### config.mk
export PLATFORM = sky130hd
export DESIGN_NAME = ctrl_seq_flat
export DESIGN_NICKNAME = d
export VERILOG_FILES = /design/src/rtl/ctrl_seq_if.sv /design/src/rtl/ctrl_seq.sv /design/src/flat_wrapper.sv
export SDC_FILE = /design/constraint.sdc
export NUM_CORES = 1
export LEC_CHECK = 0
export CORE_MARGIN = 10
export CORE_UTILIZATION = 40
export CTS_BUF_LIST = sky130_fd_sc_hd__clkbuf_4
export DETAILED_ROUTE_END_ITERATION = 6
export GPL_TIMING_DRIVEN = 0
export PLACE_DENSITY = 0.85
export SLEW_MARGIN = 20
export SYNTH_ARGS = -nofsm -noshare
export SYNTH_HDL_FRONTEND = slang
export SYNTH_SLANG_ARGS = --single-unit
### constraint.sdc
create_clock -name clk -period 1.69 [get_ports clk]
set_clock_uncertainty 0.05 [all_clocks]
set_input_delay 0.338 -clock clk [delete_from_list [all_inputs] [get_ports clk]]
set_output_delay 0.338 -clock clk [all_outputs]
set_load 0.01 [all_outputs]
### src/rtl/ctrl_seq_if.sv
// Control-word bundle between the sequencer and the accumulator datapath.
// The master side is the sequencer: it receives run/step/opcode and drives
// every control line plus the status outputs. The slave side is whatever
// consumes the control word: the datapath, a front panel or a bench.
//
// Protocol: there is no valid/ready pair. A control word is meaningful only
// in the cycle it is driven. When the sequencer does not advance, every
// control line is 0, so a non-zero line always means "act at this edge".
interface ctrl_seq_if;
  logic       run;
  logic       step;
  logic [3:0] opcode;
  logic       cp;
  logic       ep;
  logic       lm;
  logic       ce;
  logic       li;
  logic       ei;
  logic       la;
  logic       ea;
  logic       su;
  logic       eu;
  logic       lb;
  logic       lo;
  logic       hlt;
  logic [5:0] tstate;
  logic       instr_done;

  modport master (
    input  run, step, opcode,
    output cp, ep, lm, ce, li, ei, la, ea, su, eu, lb, lo,
    output hlt, tstate, instr_done
  );

  modport slave (
    output run, step, opcode,
    input  cp, ep, lm, ce, li, ei, la, ea, su, eu, lb, lo,
    input  hlt, tstate, instr_done
  );
endinterface

### src/rtl/ctrl_seq.sv
// Controller-sequencer for the 8-bit accumulator machine.
// A six-state one-hot ring (T1..T6) walks the fetch/execute cycle. The
// control word is decoded combinationally from the ring and the IR opcode
// nibble, and it is gated by the advance condition. This means a stalled
// cycle (single-step wait, halt) never repeats a pc increment or a load.
module ctrl_seq (
  input  logic       clk,
  input  logic       clr,
  ctrl_seq_if.master bus
);

  localparam logic [3:0] OP_LDA = 4'h0;
  localparam logic [3:0] OP_ADD = 4'h1;
  localparam logic [3:0] OP_SUB = 4'h2;
  localparam logic [3:0] OP_OUT = 4'hE;
  localparam logic [3:0] OP_HLT = 4'hF;

  localparam logic [5:0] T1 = 6'b000001;
  localparam logic [5:0] T2 = 6'b000010;
  localparam logic [5:0] T3 = 6'b000100;
  localparam logic [5:0] T4 = 6'b001000;
  localparam logic [5:0] T5 = 6'b010000;
  localparam logic [5:0] T6 = 6'b100000;

  // Control word bit positions: {cp, ep, lm, ce, li, ei, la, ea, su, eu, lb, lo}
  localparam logic [11:0] CW_CP = 12'b1000_0000_0000;
  localparam logic [11:0] CW_EP = 12'b0100_0000_0000;
  localparam logic [11:0] CW_LM = 12'b0010_0000_0000;
  localparam logic [11:0] CW_CE = 12'b0001_0000_0000;
  localparam logic [11:0] CW_LI = 12'b0000_1000_0000;
  localparam logic [11:0] CW_EI = 12'b0000_0100_0000;
  localparam logic [11:0] CW_LA = 12'b0000_0010_0000;
  localparam logic [11:0] CW_EA = 12'b0000_0001_0000;
  localparam logic [11:0] CW_SU = 12'b0000_0000_1000;
  localparam logic [11:0] CW_EU = 12'b0000_0000_0100;
  localparam logic [11:0] CW_LB = 12'b0000_0000_0010;
  localparam logic [11:0] CW_LO = 12'b0000_0000_0001;

  logic [5:0]  tstate;
  logic        halted;
  logic        step_q;
  logic        adv;
  logic [11:0] cw;

  // Advance in free-run, or once per rising edge of step. Halt blocks both.
  assign adv = ~halted & (bus.run | (bus.step & ~step_q));

  // Ring counter, halt latch and step edge history.
  always_ff @(posedge clk) begin
    if (clr) begin
      tstate <= T1;
      halted <= 1'b0;
      step_q <= 1'b0;
    end else begin
      step_q <= bus.step;
      if (adv) begin
        if (tstate == T4 && bus.opcode == OP_HLT) begin
          halted <= 1'b1;
        end else begin
          tstate <= {tstate[4:0], tstate[5]};
        end
      end
    end
  end

  // Decode the ring state and opcode into the control word for this cycle.
  always_comb begin
    cw = '0;
    if (!clr && adv) begin
      case (tstate)
        T1: cw = CW_EP | CW_LM;
        T2: cw = CW_CP;
        T3: cw = CW_CE | CW_LI;
        T4: begin
          case (bus.opcode)
            OP_LDA, OP_ADD, OP_SUB: cw = CW_EI | CW_LM;
            OP_OUT:                 cw = CW_EA | CW_LO;
            default:                cw = '0;
          endcase
        end
        T5: begin
          case (bus.opcode)
            OP_LDA:         cw = CW_CE | CW_LA;
            OP_ADD, OP_SUB: cw = CW_CE | CW_LB;
            default:        cw = '0;
          endcase
        end
        T6: begin
          case (bus.opcode)
            OP_ADD:  cw = CW_EU | CW_LA;
            OP_SUB:  cw = CW_EU | CW_LA | CW_SU;
            default: cw = '0;
          endcase
        end
        default: cw = '0;
      endcase
    end
  end

  assign bus.cp = cw[11];
  assign bus.ep = cw[10];
  assign bus.lm = cw[9];
  assign bus.ce = cw[8];
  assign bus.li = cw[7];
  assign bus.ei = cw[6];
  assign bus.la = cw[5];
  assign bus.ea = cw[4];
  assign bus.su = cw[3];
  assign bus.eu = cw[2];
  assign bus.lb = cw[1];
  assign bus.lo = cw[0];

  assign bus.hlt        = halted;
  assign bus.tstate     = tstate;
  assign bus.instr_done = ~clr & adv & tstate[5];

endmodule
### src/flat_wrapper.sv
// flat-port wrapper written by rule: the top's interface ports become plain ports
module ctrl_seq_flat 
  (clk, clr, bus_run, bus_step, bus_opcode, bus_cp, bus_ep, bus_lm, bus_ce, bus_li, bus_ei, bus_la, bus_ea, bus_su, bus_eu, bus_lb, bus_lo, bus_hlt, bus_tstate, bus_instr_done);
  ctrl_seq_if bus_i ();
  input  logic clk;
  input  logic clr;
  input wire logic [$bits(bus_i.run)-1:0] bus_run;
  input wire logic [$bits(bus_i.step)-1:0] bus_step;
  input wire logic [$bits(bus_i.opcode)-1:0] bus_opcode;
  output wire logic [$bits(bus_i.cp)-1:0] bus_cp;
  output wire logic [$bits(bus_i.ep)-1:0] bus_ep;
  output wire logic [$bits(bus_i.lm)-1:0] bus_lm;
  output wire logic [$bits(bus_i.ce)-1:0] bus_ce;
  output wire logic [$bits(bus_i.li)-1:0] bus_li;
  output wire logic [$bits(bus_i.ei)-1:0] bus_ei;
  output wire logic [$bits(bus_i.la)-1:0] bus_la;
  output wire logic [$bits(bus_i.ea)-1:0] bus_ea;
  output wire logic [$bits(bus_i.su)-1:0] bus_su;
  output wire logic [$bits(bus_i.eu)-1:0] bus_eu;
  output wire logic [$bits(bus_i.lb)-1:0] bus_lb;
  output wire logic [$bits(bus_i.lo)-1:0] bus_lo;
  output wire logic [$bits(bus_i.hlt)-1:0] bus_hlt;
  output wire logic [$bits(bus_i.tstate)-1:0] bus_tstate;
  output wire logic [$bits(bus_i.instr_done)-1:0] bus_instr_done;
  assign bus_i.run = bus_run;
  assign bus_i.step = bus_step;
  assign bus_i.opcode = bus_opcode;
  assign bus_cp = bus_i.cp;
  assign bus_ep = bus_i.ep;
  assign bus_lm = bus_i.lm;
  assign bus_ce = bus_i.ce;
  assign bus_li = bus_i.li;
  assign bus_ei = bus_i.ei;
  assign bus_la = bus_i.la;
  assign bus_ea = bus_i.ea;
  assign bus_su = bus_i.su;
  assign bus_eu = bus_i.eu;
  assign bus_lb = bus_i.lb;
  assign bus_lo = bus_i.lo;
  assign bus_hlt = bus_i.hlt;
  assign bus_tstate = bus_i.tstate;
  assign bus_instr_done = bus_i.instr_done;
  ctrl_seq u_core (.clk(clk), .clr(clr), .bus(bus_i));
endmodule
==> flow_metrics.env <==
export IMPL_status="finished, violations left"
export IMPL_violations="negative setup slack"
export IMPL_seq_area_frac_synth=0.264
export IMPL_rsz0062_at_grt="true"
export IMPL_grt_pass1_wl_um=3370
export IMPL_synth_distinct_cells=33
export IMPL_overflow=0
export IMPL_area_growth_syn_to_layout_pct=68.9
export IMPL_io_pin_count=28
export IMPL_setup_tns_ps=-1850
export IMPL_grt_pass1_vias=760
export IMPL_path_buf_inv=1
export IMPL_criticalPathCategory="reg2out"
export IMPL_tritoncts="done"
export IMPL_numCtsBuffers=3
export IMPL_crit_arrival_ps=1570
export IMPL_yosysWarnings=0
export IMPL_crit_family="simple AND/OR/NAND/NOR gates"
export IMPL_holdBufCountCts=0
export IMPL_min_period_over_period=1.16
export IMPL_dp_cells=116
export IMPL_drc_errors=0
export IMPL_critPathMaxFanout=4
export IMPL_maxSlewViolCount=0
export IMPL_cts_sinks=8
export IMPL_synth_seq_cells=8
export IMPL_ir_worst_vdd_uv=434
export IMPL_rows=13
export IMPL_syn_area_um2=607
export IMPL_ant_nets=0
export IMPL_antennaDiodeCount=0
export IMPL_fmax_mhz=511
export IMPL_clk_latency_ps=250
export IMPL_post_route_min_period_ps=1960
export IMPL_syn_inst=75
export IMPL_setup_slack_ps=-265
export IMPL_final_common_cell="buf_4"
export IMPL_grt_usage=0.116
export IMPL_die_h_um=59.0
export IMPL_slew_headroom=0.756
export IMPL_synth_nets=83
export IMPL_synth_area_leaders="dfxtp_1 (26%), nand3b_1 (6.2%), nor2_1 (6.2%)"
export IMPL_synth_top_area_frac=0.264
export IMPL_final_cells=132
export IMPL_nets=127
export IMPL_p_per_area_nw_per_um2=495
export IMPL_cp_start_kind="flop"
export IMPL_grt_max_degree=11
export IMPL_worstMarginPinSlew_ps=366
export IMPL_port_buffer_count=26
export IMPL_routed_via_density=5.36
export IMPL_clock_root_buffer="clkbuf_4"
export IMPL_setup_viol=13
export IMPL_drive_gt1_frac=0.513
export IMPL_antenna_found_initial=0
export IMPL_hold_class="in2reg"
export IMPL_critPathRequiredTime_ps=1300
export IMPL_maxCapViolCount=0
export IMPL_worstPathCellList="nand2b_4 > a21o_1 > or2_4 > nor4b_2 > buf_2"
export IMPL_clockBufferDepth=2
export IMPL_p_leak_nw=0.479
export IMPL_layout_common_cells="buf_4 (14), buf_2 (12), nor2_1 (7)"
export IMPL_synth_top_area_cell="dfxtp_1"
export IMPL_cp_end_kind="primary output"
export IMPL_num_vias=708
export IMPL_wl_um=1940
export IMPL_crit_path_top_delay_cell="dfxtp_1"
export IMPL_hold_violations=0
export IMPL_die_w_um=59.0
export IMPL_wl_per_cell_um=14.7
export IMPL_start_util=0.444
export IMPL_total_power_mw=0.508
export IMPL_htree_levels=1
export IMPL_die_area_um2=3480
export IMPL_clk_pin_slew_ps=50
export IMPL_place_congestion=0.772
export IMPL_dp_hpwl_um=1350
export IMPL_drt_pass1_iterations=4
export IMPL_drtIter0Drc=10
export IMPL_max_stage_delay_ps=300
export IMPL_core_area_um2=1370
export IMPL_avgSynthCellArea_um2=8.09
## worst reg2reg max path, delay by kind of cell, from the launching register on
family,cells,cell delay [ps]
AO/OA/AOI/OAI,2,270
buffers and inverters,1,170
flip-flops,1,300
AND/OR/NAND/NOR,2,510
## cell type report
type / count / area, µm²
Fill cell: 108 / 342
Inverter: 3 / 11.3
Tap cell: 15 / 18.8
Buffer: 3 / 16.3
Clock buffer: 3 / 22.5
Timing Repair Buffer: 40 / 310
Multi-Input combinational cell: 60 / 473
Sequential cell: 8 / 173
## registers in the layout (all words and copies together) (netlist names)
| name | count |
|---|---|
| u_core.bus.hlt | 1 |
| u_core.step_q | 1 |
| u_core.bus.tstate | 6 |
## stage by stage
stage / utilization / setup slack (ps) / hold slack, ps / area, µm²
3_3_place_gp: 0.650 / -1020 / 475 / 888
6_report: 0.750 / -265 / 451 / 1020
2_1_floorplan: - / 4.16 / 416 / 609
4_1_cts: 0.734 / -305 / 454 / 1000
3_5_place_dp: 0.650 / -1050 / 505 / 888
5_1_grt: 0.750 / -348 / 483 / 1020
## path summary, 6_finish.rpt
| path | to | startpoint | depth (start not counted) | slack, ps |
|---|---|---|---|---|
| worst max-delay path | bus_lm | u_core.step_q | 5 | -270 |
| worst min-delay path | u_core.bus.hlt | bus_opcode[0] | 3 | 450 |
| worst max register to register | u_core.bus.tstate[3] | u_core.step_q | 5 | 320 |
| worst min register to register | u_core.bus.tstate[1] | u_core.bus.tstate[1] | 2 | 510 |
## synth_stat cells (all sizes together)
master  instances
nand3b          5
nor3            6
nor2           10
and2            1
dfxtp           8
a31oi           1
a21o            1
nand3           1
buf             3
nor4            2
mux2i           2
a211oi          2
xnor2           1
nor4b           1
clkbuf          1
o21ai           3
nor2b           1
a211o           1
or3b            2
a21oi           3
or2             1
nand2b          6
and4            3
inv             3
nor3b           2
nand4           1
nand2           3
and3            1
## repair_timing
item	4_1_cts	5_1_grt
pin swaps	14	8
buffers inserted	11	3
gates resized for setup	85	6
setup endpoints to repair	17	15
## where the power goes
part	internal, mW	total [mW]	switching, mW
Combinational	0.0825	0.153	0.0709
Sequential	0.197	0.213	0.0166
Clock	0.0809	0.141	0.0599
## layer usage
metal | part of all wire | vias to the layer above | track usage
met3 | 0.077 | 2 | 0.0343
li1 | - | 355 | -
met4 | 0.0047 | 0 | 0.0459
met1 | 0.43 | 329 | 0.131
met5 | 0 | - | 0
met2 | 0.49 | 22 | 0.198
## kinds of logic after synthesis
group,after synthesis,synth area share
simple gates,46,0.491
buf+inv,7,0.0639
mux,2,0.0330
xor+xnor,1,0.0144
flops,8,0.264
compound gates,11,0.134
Note: power is estimated with default switching activity, not from simulation.
